--- src/rtl/cla_pipe_adder.sv ---
// Pipelined carry-lookahead adder/subtractor: one BLOCK-bit lookahead group per stage,
// with the inter-group carry passed through registers and a global valid/ready advance.
module cla_pipe_adder #(
  parameter int unsigned WIDTH = 16,
  parameter int unsigned BLOCK = 4
) (
  input  logic             clk,
  input  logic             rst,
  input  logic             in_valid,
  output logic             in_ready,
  input  logic [WIDTH-1:0] a,
  input  logic [WIDTH-1:0] b,
  input  logic             cin,
  input  logic             sub,
  output logic             out_valid,
  input  logic             out_ready,
  output logic [WIDTH-1:0] s,
  output logic             cout,
  output logic             ovf
);

  localparam int unsigned NSTAGE = WIDTH / BLOCK;

  logic             w_adv;
  logic [WIDTH-1:0] w_bx;

  logic [WIDTH-1:0] r_a   [NSTAGE];
  logic [WIDTH-1:0] r_b   [NSTAGE];
  logic [WIDTH-1:0] r_s   [NSTAGE];
  logic             r_c   [NSTAGE];
  logic             r_ovf [NSTAGE];
  logic             r_v   [NSTAGE];

  // A single enable for every stage: the pipe only stalls when a result is stuck at the output.
  assign w_adv    = !r_v[NSTAGE-1] || out_ready;
  assign in_ready = w_adv;
  assign w_bx     = sub ? ~b : b;

  for (genvar k = 0; k < NSTAGE; k++) begin : g_stage
    logic [WIDTH-1:0] w_ain;
    logic [WIDTH-1:0] w_bin;
    logic [WIDTH-1:0] w_sbase;
    logic [WIDTH-1:0] w_snext;
    logic             w_gc;
    logic             w_vin;
    logic [BLOCK-1:0] w_g;
    logic [BLOCK-1:0] w_p;
    logic [BLOCK:0]   w_c;

    if (k == 0) begin : g_first
      assign w_ain   = a;
      assign w_bin   = w_bx;
      assign w_sbase = '0;
      assign w_gc    = sub | cin;
      assign w_vin   = in_valid;
    end else begin : g_rest
      assign w_ain   = r_a[k-1];
      assign w_bin   = r_b[k-1];
      assign w_sbase = r_s[k-1];
      assign w_gc    = r_c[k-1];
      assign w_vin   = r_v[k-1];
    end

    assign w_g = w_ain[k*BLOCK +: BLOCK] & w_bin[k*BLOCK +: BLOCK];
    assign w_p = w_ain[k*BLOCK +: BLOCK] ^ w_bin[k*BLOCK +: BLOCK];

    always_comb begin
      w_c[0] = w_gc;
      for (int i = 0; i < int'(BLOCK); i++) begin
        w_c[i+1] = w_g[i] | (w_p[i] & w_c[i]);
      end
    end

    always_comb begin
      w_snext                    = w_sbase;
      w_snext[k*BLOCK +: BLOCK]  = w_p ^ w_c[BLOCK-1:0];
    end

    // Operand copies beyond the consumed groups carry forward; only upper bits are ever read.
    always_ff @(posedge clk or posedge rst) begin
      if (rst) begin
        r_v[k]   <= 1'b0;
        r_a[k]   <= '0;
        r_b[k]   <= '0;
        r_s[k]   <= '0;
        r_c[k]   <= 1'b0;
        r_ovf[k] <= 1'b0;
      end else if (w_adv) begin
        r_v[k]   <= w_vin;
        r_a[k]   <= w_ain;
        r_b[k]   <= w_bin;
        r_s[k]   <= w_snext;
        r_c[k]   <= w_c[BLOCK];
        r_ovf[k] <= w_c[BLOCK] ^ w_c[BLOCK-1];
      end
    end
  end

  assign out_valid = r_v[NSTAGE-1];
  assign s         = r_s[NSTAGE-1];
  assign cout      = r_c[NSTAGE-1];
  assign ovf       = r_ovf[NSTAGE-1];

endmodule

--- config.mk ---
export PLATFORM = sky130hd
export DESIGN_NAME = cla_pipe_adder
export DESIGN_NICKNAME = d
export VERILOG_FILES = /design/src/rtl/cla_pipe_adder.sv
export SDC_FILE = /design/constraint.sdc
export NUM_CORES = 1
export LEC_CHECK = 0
export BUFFER_PORTS_ARGS = -buffer_cell sky130_fd_sc_hd__buf_2
export CAP_MARGIN = 20
export CORE_MARGIN = 8
export CORE_UTILIZATION = 35
export DETAILED_ROUTE_END_ITERATION = 7
export PLACE_DENSITY = 0.5
export RECOVER_POWER = 100
export SYNTH_ARGS = -nofsm -noshare
export SYNTH_HDL_FRONTEND = slang
export SYNTH_SLANG_ARGS = --single-unit
--- constraint.sdc ---
create_clock -name clk -period 9.5 [get_ports clk]
set_clock_uncertainty 0.2 [all_clocks]
set_input_delay 1.9 -clock clk [delete_from_list [all_inputs] [get_ports clk]]
set_output_delay 1.9 -clock clk [all_outputs]
set_load 0.1 [all_outputs]
==> results.yml <==
power:
  power.switching_mw: 0.765
  p_leak_nw: 2.14
  power.sequential.fraction_pct: 37.7
  powerDensity_nw_per_um2: 384
  netSwitchingFraction_pct: 41.1
  cellInternalPower_mw: 1.09
  clock_power_share_pct: 18.9
  comb_power_share_pct: 43.5
  vdd.ir_drop.worst_mv: 0.267
critical_path:
  setup.worst_path.start_class: "input pin"
  reg2reg_to: "s[14]"
  setup.reg_to_reg.worst_slack_ns: 4.49
  critPathArrivalTime_ns: 4.49
  rr_worst_depth: 3
  regToRegStartpoint: "out_valid"
  worstSetupEndpointType: "output pin"
  critical_path_start_end_classification: "input pin to output pin"
  critical_path_required_ns: 7.40
  crit_path_max_fanout: 35
sta:
  final_max_slew_viol_count: 201
  period_utilisation_layout_pct: 69.4
  clock.fmax_ghz: 0.152
  hold_slack_ns: 0.266
  rsz0062_at_grt: "false"
  final-hold-violation-count: 0
  fin_ws_ns: 2.91
  finalSetupViolations: 0
  aggregate_negative_setup_slack_ns: 0
  layout_min_cycle_time_ns: 6.59
  worst_pin_slew_ns: 3.42
  relative_slew_slack_pct: -128
die:
  die_height_um: 126
  core-area_um2: 11900
  fp.dieArea_um2: 15800
  rows: 40
  io-pin-count: 58
  die_x_um: 126
  initial_utilization_pct: 35.4
global_route:
  grtUsageMet1_pct: 13.5
  grt_max_degree: 65
  first_pass_grt_wire_length_um: 12600
  grt.met3_usage_pct: 3.00
  number_of_global_route_vias_before_repair: 2425
  use_met2_pct: 14.4
  global_route_total_usage_across_every_layer_pct: 10.0
  globalRoute.busiestLayer: "met2"
  overflow: 0
  initial_antenna_violation_count: 0
route:
  post-route-drc-count: 0
  drtPass1Iterations: 4
  num_vias: 2219
  routed_wirelength_um: 7350
  post_drt_via_cell_ratio: 4.56
  avgRoutedWirePerCell_um: 15.1
  dr.first_iter.drc_count: 84
  route.antenna.remaining_nets: 0
finish:
  layout-area-overhead-vs-synth_pct: 14.8
  nets_finish: 389
  insertedDiodeCount: 0
  fraction_of_final_layout_cells_sized_beyond_drive_strength_1_pct: 38.2
clocking:
  post_cts.resized_instances: 0
  clock_transition_at_path_regs_ns: 0.06
  cts.sinks: 97
  cts_max_level: 3
  clock_tree.buffer_depth: 2
  cts-buffers-inserted: 9
  clk-insertion-delay-late_ns: 0.33
  cts_tree: "done"
  postCtsHoldBufs: 0
  cts.repair_timing.setup_buffer_count: 0
  clk_root_buffer_cell: "sky130_fd_sc_hd__clkbuf_16"
synth:
  postSynth.topFlopCell: "sky130_fd_sc_hd__dfrtp_1"
  async_flop_share_pct: 100
  syn-num-nets: 334
  number_of_flip_flops_and_latches_in_the_synthesized_netlist: 97
  netlist_area_um2: 4220
  synth-seq-area-share_pct: 57.5
  synth_cell_types: 17
  synth_area_per_cell_um2: 15.1
  synth_edf_count: 0
  synthCells: 280
  synth_warnings: 0
outcome:
  failed_checks: "max-capacitance violations, max-slew violations"
  outcome: "finished, violations left"
hold_path:
  min_to: "out_valid"
  holdCritStartpoint: "g_stage[3].w_vin"
  hold_class: "flip-flop to flip-flop"
  worstHoldPathCells: 1
placement:
  hpwl_um: 5010
  post-place-ws_ns: 4.26
  gp_congestion: 0.704
  io_buffers: 57
flow_run:
  max_cap_check_violation_count: 4
-- metal layers --
metal,share of wire [%],routed length [um],vias up
li1,-,-,1042
met1,48,3540,1120
met2,44,3270,44
met3,5.2,383,13
met4,2.1,155,0
met5,0,0,-
-- cells in the mapped netlist (3+ instances only) --
master / instances / area share (%)
sky130_fd_sc_hd__dfrtp_1: 97 / 58
sky130_fd_sc_hd__mux2_2: 79 / 21
sky130_fd_sc_hd__inv_1: 26 / 2.3
sky130_fd_sc_hd__fa_1: 16 / 7.6
sky130_fd_sc_hd__xor2_1: 11 / 2.3
sky130_fd_sc_hd__a21oi_1: 10 / 1.2
sky130_fd_sc_hd__nor3b_1: 10 / 1.8
sky130_fd_sc_hd__buf_2: 8 / 0.95
sky130_fd_sc_hd__xnor2_1: 6 / 1.2
sky130_fd_sc_hd__buf_6: 4 / 1.1
sky130_fd_sc_hd__mux2i_1: 4 / 0.95
sky130_fd_sc_hd__mux2_4: 3 / 1.1
-- flip-flops by register name (all words and copies together), names as in the netlist --
| register | count |
|---|---|
| cout | 1 |
| g_stage.w_gc | 3 |
| ovf | 1 |
| g_stage.w_bin | 24 |
| g_stage.w_ain | 24 |
| out_valid | 1 |
| g_stage.w_sbase | 24 |
| s | 16 |
| g_stage.w_vin | 3 |
-- final cells by class --
type / instances / area, um2
repair buffers: 59 / 265
well taps: 147 / 184
fillers: 1149 / 7070
flip-flops and latches: 97 / 2430
clock buffers: 14 / 284
inverters: 26 / 98.8
multi-input cells: 142 / 1570
clock inverters: 2 / 10.0
-- power by group through the flow --
| stage | logic [mW] | registers, mW | clock network, mW |
|---|---|---|---|
| 3_3_place_gp | 0.815 | 0.709 | 0 |
| 4_1_cts | 0.827 | 0.707 | 0.366 |
| 5_1_grt | 0.874 | 0.731 | 0.379 |
| 6_report | 0.808 | 0.700 | 0.351 |
| 3_5_place_dp | 0.822 | 0.714 | 0 |
| 2_1_floorplan | 0.398 | 0.979 | 0 |
-- cell families after synthesis --
kind of cell,after synthesis,share of synthesized area [%]
xor gates and xnor gates,17,3.53
AOI/OAI and AO/OA,10,1.19
muxes,86,23.1
buffers and inverters,41,4.69
DFF,97,57.5
adders and majority gates,16,7.59
and+or+nand+nor,13,2.34
-- critical path: stages --
cell	delay [ns]
sky130_fd_sc_hd__clkbuf_1	0.38
sky130_fd_sc_hd__nand2b_1	1.24
sky130_fd_sc_hd__clkbuf_1	0.94
-- placed cells by master, fill, tap and decap left out, types with 6 or more instances in the layout --
cell                        synthesis  routed
sky130_fd_sc_hd__inv_1             26      25
sky130_fd_sc_hd__xor2_1            11      11
sky130_fd_sc_hd__a21oi_1           10      10
sky130_fd_sc_hd__fa_1              16      16
sky130_fd_sc_hd__dfrtp_1           97      97
sky130_fd_sc_hd__nor3b_1           10      10
sky130_fd_sc_hd__buf_2              8      35
sky130_fd_sc_hd__clkbuf_16          0       9
sky130_fd_sc_hd__mux2_2            79      79
sky130_fd_sc_hd__clkbuf_1           2      25
sky130_fd_sc_hd__xnor2_1            6       6
-- per-stage QoR --
step	power [mW]	std cells	instance area [um2]	utilization, %
floorplan	1.38	280	4220	-
global placement	1.52	471	4600	38.7
detailed placement	1.54	471	4600	38.7
CTS	1.90	487	4900	41.1
global route	1.98	487	4840	40.7
finish	1.86	487	4840	40.7
-- how the worst max path moves through the flow --
stage | start | end | slack (ns)
2_1_floorplan | out_ready | in_ready | 4.74
5_1_grt | out_ready | ovf | 2.44
3_5_place_dp | out_ready | in_ready | 4.26
3_3_place_gp | out_ready | in_ready | 4.27
4_1_cts | out_ready | in_ready | 4.26
6_report | out_ready | in_ready | 2.91
No activity file was read; power rests on OpenSTA's default activity.
